<file path="src/rtl/bin2bcd_seg_driver.sv">
// Converts an 8-bit result (unsigned or two's complement) to sign + 3 BCD digits
// with a double-dabble FSM, and scans them onto a 4-digit active-low 7-segment display.
module bin2bcd_seg_driver #(
  parameter int CLK_DIV = 50000
) (
  input  logic       clk,
  input  logic       rst,
  input  logic       start,
  input  logic [7:0] value,
  input  logic       signed_mode,
  output logic       busy,
  output logic       done,
  output logic [6:0] seg,
  output logic [3:0] an
);

  typedef enum logic [1:0] {IDLE, LOAD, SHIFT, DONE} state_t;

  localparam int PW = (CLK_DIV > 1) ? $clog2(CLK_DIV) : 1;
  localparam logic [6:0] SEG_BLANK = 7'b1111111;
  localparam logic [6:0] SEG_MINUS = 7'b0111111;

  state_t          state_q, state_d;
  logic [7:0]      val_q, val_d;
  logic            sm_q, sm_d;
  logic [7:0]      mag_q, mag_d;
  logic [11:0]     bcd_q, bcd_d;
  logic [2:0]      cnt_q, cnt_d;
  logic            negw_q, negw_d;
  logic            neg_q, neg_d;
  logic [3:0]      hun_q, hun_d, ten_q, ten_d, uni_q, uni_d;
  logic [PW-1:0]   presc_q, presc_d;
  logic [1:0]      idx_q, idx_d;
  logic            busy_q, busy_d, done_q, done_d;
  logic [6:0]      seg_q, seg_d;
  logic [3:0]      an_q, an_d;
  logic [11:0]     bcd_adj, bcd_shift;

  function automatic logic [3:0] add3(input logic [3:0] n);
    return (n >= 4'd5) ? n + 4'd3 : n;
  endfunction

  function automatic logic [6:0] digit_code(input logic [3:0] d);
    case (d)
      4'd0:    return 7'b1000000;
      4'd1:    return 7'b1111001;
      4'd2:    return 7'b0100100;
      4'd3:    return 7'b0110000;
      4'd4:    return 7'b0011001;
      4'd5:    return 7'b0010010;
      4'd6:    return 7'b0000010;
      4'd7:    return 7'b1111000;
      4'd8:    return 7'b0000000;
      4'd9:    return 7'b0010000;
      default: return SEG_BLANK;
    endcase
  endfunction

  always_comb begin
    // NOTE: every _d starts as its _q so no path through this block leaves a variable unassigned (no latches).
    state_d  = state_q;
    val_d    = val_q;
    sm_d     = sm_q;
    mag_d    = mag_q;
    bcd_d    = bcd_q;
    cnt_d    = cnt_q;
    negw_d   = negw_q;
    neg_d    = neg_q;
    hun_d    = hun_q;
    ten_d    = ten_q;
    uni_d    = uni_q;
    bcd_adj   = {add3(bcd_q[11:8]), add3(bcd_q[7:4]), add3(bcd_q[3:0])};
    bcd_shift = 12'({bcd_adj, mag_q[7]});

    case (state_q)
      IDLE, DONE: begin
        state_d = IDLE;
        if (start) begin
          val_d   = value;
          sm_d    = signed_mode;
          state_d = LOAD;
        end
      end
      LOAD: begin
        negw_d  = sm_q & val_q[7];
        mag_d   = (sm_q & val_q[7]) ? 8'(9'd0 - {1'b0, val_q}) : val_q;
        bcd_d   = '0;
        cnt_d   = '0;
        state_d = SHIFT;
      end
      SHIFT: begin
        bcd_d = bcd_shift;
        mag_d = mag_q << 1;
        cnt_d = cnt_q + 3'd1;
        if (cnt_q == 3'd7) begin
          // Display only changes on the edge that enters DONE.
          state_d = DONE;
          neg_d   = negw_q;
          hun_d   = bcd_shift[11:8];
          ten_d   = bcd_shift[7:4];
          uni_d   = bcd_shift[3:0];
        end
      end
      default: state_d = IDLE;
    endcase

    busy_d = (state_d == LOAD) || (state_d == SHIFT);
    done_d = (state_d == DONE);

    presc_d = presc_q + PW'(1);
    idx_d   = idx_q;
    if (presc_q == PW'(CLK_DIV - 1)) begin
      presc_d = '0;
      idx_d   = idx_q + 2'd1;
    end

    // Outputs are computed from next-state values so seg/an stay aligned with idx and display.
    an_d = ~(4'b0001 << idx_d);
    case (idx_d)
      2'd3:    seg_d = neg_d ? SEG_MINUS : SEG_BLANK;
      2'd2:    seg_d = (hun_d == 4'd0) ? SEG_BLANK : digit_code(hun_d);
      2'd1:    seg_d = (hun_d == 4'd0 && ten_d == 4'd0) ? SEG_BLANK : digit_code(ten_d);
      default: seg_d = digit_code(uni_d);
    endcase
  end

  // NOTE: sequential state uses non-blocking assignments so all flops update together at the edge.
  always_ff @(posedge clk) begin
    if (rst) begin
      state_q <= IDLE;
      val_q   <= '0;
      sm_q    <= 1'b0;
      mag_q   <= '0;
      bcd_q   <= '0;
      cnt_q   <= '0;
      negw_q  <= 1'b0;
      neg_q   <= 1'b0;
      hun_q   <= '0;
      ten_q   <= '0;
      uni_q   <= '0;
      presc_q <= '0;
      idx_q   <= '0;
      busy_q  <= 1'b0;
      done_q  <= 1'b0;
      seg_q   <= 7'b1000000;
      an_q    <= 4'b1110;
    end else begin
      state_q <= state_d;
      val_q   <= val_d;
      sm_q    <= sm_d;
      mag_q   <= mag_d;
      bcd_q   <= bcd_d;
      cnt_q   <= cnt_d;
      negw_q  <= negw_d;
      neg_q   <= neg_d;
      hun_q   <= hun_d;
      ten_q   <= ten_d;
      uni_q   <= uni_d;
      presc_q <= presc_d;
      idx_q   <= idx_d;
      busy_q  <= busy_d;
      done_q  <= done_d;
      seg_q   <= seg_d;
      an_q    <= an_d;
    end
  end

  assign busy = busy_q;
  assign done = done_q;
  assign seg  = seg_q;
  assign an   = an_q;

endmodule

</file>
<file path="config.mk">
export PLATFORM = sky130hd
export DESIGN_NAME = bin2bcd_seg_driver
export DESIGN_NICKNAME = d
export VERILOG_FILES = /design/src/rtl/bin2bcd_seg_driver.sv
export SDC_FILE = /design/constraint.sdc
export NUM_CORES = 1
export LEC_CHECK = 0
export CORE_MARGIN = 4
export CORE_UTILIZATION = 40
export DETAILED_ROUTE_END_ITERATION = 8
export SYNTH_ARGS = -nofsm -noshare
export SYNTH_HDL_FRONTEND = slang
export SYNTH_SLANG_ARGS = --single-unit
</file>
<file path="constraint.sdc">
create_clock -name clk -period 4.21 [get_ports clk]
set_clock_uncertainty 0.1 [all_clocks]
set_input_delay 0.6315 -clock clk [delete_from_list [all_inputs] [get_ports clk]]
set_output_delay 0.6315 -clock clk [all_outputs]
set_load 0.01 [all_outputs]
</file>
Yosys cells after proc, flatten, opt, wreduce, memory -nomap -nowiden

Memory sizes are Yosys's and may differ from the RTL's.
Cells that the tools add are included.

Output and inout port bits: 13
Register bits: 79
ROM bits: 336
Memories kept: 3
Input port bits: 12

Memory list:

| memory          | depth | bits a word | rd ports | clocked after memory_dff | write ports | line | text |
|---|---|---|---|---|---|---|---|
| (no name shown) | 16    | 7           | 1        | 0                        | 0           | 44   | `case (d)` |
| (no name shown) | 16    | 7           | 1        | 0                        | 0           | 44   |  |
| (no name shown) | 16    | 7           | 1        | 0                        | 0           | 44   |  |

Reductions and logical operators: 9
Shifts and indexed selects: 1
Add/subtract/negate cells: 7
Equality and inequality tests: 11
Multiplexer cells: 23
Bitwise operators: 2
Magnitude comparators: 3

Operators with widths:

| operator                                             | count |
|---|---|
| 2-to-1 mux 4 bit                                     | 8 |
| case mux 12 bit (2 select lines)                     | 1 |
| 2-to-1 mux 7 bit                                     | 3 |
| case mux 7 bit (3 select lines)                      | 1 |
| adder 16 x 1 -> 16 bit (second input constant)       | 1 |
| == test 16 bit (second input constant)               | 1 |
| case mux 8 bit (2 select lines)                      | 1 |
| == test 2 bit (second input constant)                | 6 |
| >= comparator 4 x 3 -> 1 bit (second input constant) | 3 |
| adder 4 x 2 -> 4 bit (second input constant)         | 2 |
| logical NOT 4 bit                                    | 2 |
| 2-to-1 mux 8 bit                                     | 1 |
| subtractor 1 x 8 -> 8 bit (first input constant)     | 1 |
| == test 2 x 1 -> 1 bit (second input constant)       | 3 |
| case mux 2 bit (3 select lines)                      | 1 |
| case mux 3 bit (2 select lines)                      | 1 |
| 2-to-1 mux 2 bit                                     | 2 |
| inverter 4 bit                                       | 1 |
| OR reduction 2 bit                                   | 2 |
| << shifter 1 x 2 -> 4 bit (first input constant)     | 1 |
| adder 3 x 1 -> 3 bit (second input constant)         | 1 |
| adder 3 x 2 -> 3 bit (second input constant)         | 1 |
| == test 3 bit (second input constant)                | 1 |
| 2-to-1 mux 1 bit                                     | 3 |
| 8 further kinds                                      | 8 |

Depth between registers and ports, before layout

Depth after elaboration: 8
Gate-level depth with buffers: 14
Gate-level depth less buffers: 13

Worst setup path after synthesis

Ideal clock, no wire load.

Path kind: reg2reg
Start point: register cnt_q[0]
End point: register seg_q[3], in the netlist seg[3]
Clock period less this slack: 3,101 ps
Required time: 3,988 ps
Cell stages (with the launch flop): 15
Buffers on the path: 3
Path slack: 1,109 ps
Arrival: 2,879 ps
Path through: dfxtp_1 -> ha_1 -> ha_1 -> nand2_1 -> clkbuf_1 -> buf_2 -> buf_1 -> nor2_1 -> a21oi_1 -> inv_1 -> ha_1 -> nor2_1 -> a21oi_1 -> a21o_1 -> a221o_1

Longest elaborated chain between the ends: 7
Elaborated cells between the ends (all ways): 16
Classes of those cells: 1 x eq/ne; 9 x mux; 3 x reduce/logical; 3 x memory

Ends and longest elaborated chain:

| item                                                        | line | text |
|---|---|---|
| from (decl)                                                 | 28   | `logic [2:0] cnt_q, cnt_d;` |
| from (signal assigned)                                      | 153  | `cnt_q <= cnt_d;` |
| == test 3 bit (*)                                           | 95   | `if (cnt_q == 3'd7) begin` |
| 2-to-1 mux 4 bit (*)                                        | 95   |  |
| 2-to-1 mux 4 bit (*)                                        | 75   | `case (state_q)` |
| net ten_d[0]                                                | 31   | `logic [3:0] hun_q, hun_d, ten_q, ten_d, uni_q, uni_d;` |
| branches (longest 2 deep; another with memory (16 x 7 bit)) | n/a  |  |
| 2-to-1 mux 7 bit (*)                                        | 122  | `2'd1: seg_d = (hun_d == 4'd0 && ten_d == 4'd0) ? SEG_BLANK : digit_code(ten_d);` |
| case mux 7 bit (3 select lines) (*)                         | 119  | `case (idx_d)` |
| to (signal assigned)                                        | 163  | `seg_q <= seg_d;` |
| to (decl)                                                   | 35   | `logic [6:0] seg_q, seg_d;` |

Mark *: on every way through the listed nets, which the timed path passes.
A chain may end at the register's enable or synchronous reset.

Worst setup path after layout

Start point: register state_q[0]
End point: register seg_q[5], in the netlist seg[5]

Longest elaborated chain between the ends: 6
Elaborated cells between the ends (all ways): 13
Classes of those cells: 1 x eq/ne; 6 x mux; 3 x reduce/logical; 3 x memory

Ends and longest elaborated chain:

| item                                                        | line | text |
|---|---|---|
| from (decl)                                                 | 23   | `state_t state_q, state_d;` |
| from (signal assigned)                                      | 148  | `state_q <= state_d;` |
| == test 2 bit (*)                                           | 75   |  |
| branches (longest 4 deep; another with memory (16 x 7 bit)) | n/a  |  |
| case mux 7 bit (3 select lines) (*)                         | 119  |  |

Every way passes the cells marked *.

==> results.sh <==
export IMPL_clock_sinks=79
export IMPL_synthCells=528
export IMPL_cts_buffer_depth=2
export IMPL_grt_usage_pct=15.42
export IMPL_status="completed"
export IMPL_final_cells=684
export IMPL_relSlewSlack_pct=48.93
export IMPL_hold_buffers=0
export IMPL_end_kind="flop"
export IMPL_areaGrowthSynthToFinish_pct=12.32
export IMPL_ys_ff_latch=79
export IMPL_finalPower_mw=1.416
export IMPL_layout_drive_gt1_share_pct=5.657
export IMPL_final_cell_mix="dfxtp_1, nor2_1, nand2_1, a21oi_1, ha_1"
export IMPL_antenna_found_initial=0
export IMPL_yosys_warnings=0
export IMPL_yosysSeqAreaShare_pct=37.35
export IMPL_cts_tree="built"
export IMPL_rsz0062_at_grt="false"
export IMPL_fin_ws_ps=964.8
export IMPL_synth_area_leaders="dfxtp_1, ha_1, nor2_1, a21oi_1, nand2_1"
export IMPL_hpwlAfterDp_um=6542
export IMPL_route_vias_total=3531
export IMPL_critPathBufInv=1
export IMPL_insertion_delay_ps=350
export IMPL_dp_cells=668
export IMPL_wl_um=9006
export IMPL_top_level_ports=25
export IMPL_slowest_stage="ha_1"
export IMPL_postCtsSetupBuffers=0
export IMPL_seq_area_um2=1582
export IMPL_syn_cell_area_um2=4234
export IMPL_finalCritPeriodShare_pct=77.08
export IMPL_cp_top_family="adder cells"
export IMPL_ys_types=55
export IMPL_ir_drop_uv=155.7
export IMPL_syn_nets=568
export IMPL_power_density_nw_per_um2=297.7
export IMPL_root_buffer="clkbuf_8"
export IMPL_grt_max_degree=35
export IMPL_cp_arrival_ps=3410
export IMPL_worstSetupPathType="flop to flop"
export IMPL_synth_edf_count=0
export IMPL_die_w_um=110.9
export IMPL_io_buffers=24
export IMPL_cap_violations=0
export IMPL_startpoint_type="flop"
export IMPL_rows=37
export IMPL_synth_area_leader_cell="dfxtp_1"
export IMPL_dieArea_um2=12300
export IMPL_htreeDepth=3
export IMPL_async_flop_share_pct=0
export IMPL_cp_required_ps=4380
export IMPL_synth_top_area_share_pct=37.35
export IMPL_p_leak_nw=1.859
export IMPL_setup_viol=0
export IMPL_final_antenna_net_count=0
export IMPL_grt_pass1_wl_um=15910
export IMPL_num_antenna_cells=0
export IMPL_initial_core_util_pct=41.01
export IMPL_tightestPinTransition_ps=766.0
export IMPL_clk_pin_slew_ps=80
export IMPL_worstPathCellList="inv_1 -> ha_1 -> and2_1 -> mux2i_1 -> ha_1 -> nand4_1 -> a311oi_1 -> o21ai_0 -> o211ai_1"
export IMPL_drv_slew=0
export IMPL_die_h_um=110.9
export IMPL_n_fill_cell=1025
export IMPL_drt_wirelength_per_cell_um=13.17
export IMPL_crit_fanout=25
export IMPL_period_needed_ps=3245
export IMPL_drt_iter0_drc=205
export IMPL_critical_path_max_stage_delay_ps=650
export IMPL_drtPass1Iterations=4
export IMPL_cts_resized=0
export IMPL_grt_pass1_vias=3491
export IMPL_place_congestion=0.8739
export IMPL_max_clock_freq_ghz=0.3082
export IMPL_hp_class="flop to flop"
export IMPL_tns_ps=0
export IMPL_synth_avg_cell_area_um2=8.019
export IMPL_core_region_area_um2=10320
export IMPL_numCtsBuffers=9
export IMPL_mostFrequentLayoutCell="dfxtp_1"
export IMPL_drc=0
export IMPL_synth_ff_type="dfxtp_1"
export IMPL_overflow=0
export IMPL_multi_input_area_um2=2446
export IMPL_viasPerCell=5.162
export IMPL_crit_top_cell="ha_1"
export IMPL_final_nets=583
export IMPL_dp_slack_ps=994.9
export IMPL_hold_viol=0
final timing paths:
path | cells past startpoint | end | slack, ps | startpoint
max | 9 | seg[5] | 960 | state_q[0]
min | 1 | presc_q[0] | 360 | presc_q[0]
min reg2reg | 1 | presc_q[0] | 360 | presc_q[0]
max reg2reg | 9 | seg[5] | 960 | state_q[0]
synthesized netlist by cell type (2+ instances only):
cell,n
inv_1,26
a221o_1,2
a31oi_1,8
xnor2_1,11
o21ai_0,27
a311oi_1,2
a211oi_1,6
buf_1,6
and3_1,4
nand2_1,59
buf_2,2
ha_1,28
o31a_1,3
o211ai_1,2
nand4_1,4
clkbuf_1,17
nor2_1,74
a22oi_1,6
xor2_1,11
mux2i_1,11
o31ai_1,6
nor3_1,12
and2_1,4
or3_1,3
a21oi_1,51
o221ai_1,2
a21o_1,4
dfxtp_1,79
a211o_1,2
or2_2,2
nor3b_1,8
nor2b_1,5
xnor2_2,2
nand2b_1,6
nand3_1,11
nand4b_1,2
o21a_1,2
flip-flops by register name, indices dropped and copies added, names as in the netlist, 3 cells and up:
| register | count |
|---|---|
| cnt_q | 3 |
| presc_q | 16 |
| an | 4 |
| hun_q | 4 |
| mag_q | 8 |
| bcd_q | 12 |
| val_q | 8 |
| uni_q | 4 |
| ten_q | 4 |
| seg | 7 |
cell families (layout without fill, tap and decap cells):
group                    count (synthesis)  count (layout)  synth area share, %
buffers and inverters                   53              73                4.876
flip-flops                              79              79                37.35
XOR/XNOR                                24              24                5.319
AND/OR/NAND/NOR                        201             201                22.28
adder cells (fa/ha/maj)                 28              28                8.274
multiplexers                            12              12                2.867
AO/OA/AOI/OAI                          131             131                19.03
through the flow:
stage | instance area (µm²) | util, % | hold slack (ps)
after floorplan | 4234 | - | 317.5
after global placement | 4581 | 44.37 | 331.1
after detailed placement | 4581 | 44.37 | 354.2
after CTS | 4756 | 46.07 | 368.0
after global routing | 4756 | 46.07 | 387.1
final | 4756 | 46.07 | 363.1
worst register-to-register path, cell delays in order, from the launching register on:
cell	delay, ps
dfxtp_1	330
inv_1	60
ha_1	650
and2_1	500
mux2i_1	470
ha_1	290
nand4_1	190
a311oi_1	360
o21ai_0	120
o211ai_1	100
per-layer routing:
metal  GRT usage, %  up-vias  part of all wire (%)
li1               -     1853                     -
met1          19.34     1628                    49
met2          26.29       48                    47
met3          3.985        2                   3.5
met4          4.023        0                  0.42
met5              0        -                     0
cell type report:
class | instances | share of cell area [%]
clock buffer | 11 | 2.973
tap | 136 | 3.578
multi-input combinational | 396 | 51.43
inverter | 28 | 2.315
clock inverter | 5 | 0.7103
sequential | 79 | 33.25
timing repair buffer | 29 | 5.735
report_power, final:
group	switching, mW	total [mW]	internal, mW
Sequential	0.0142	0.780	0.765
Clock	0.279	0.508	0.229
Combinational	0.0800	0.128	0.0483
No activity file was read; power rests on OpenSTA's default activity.
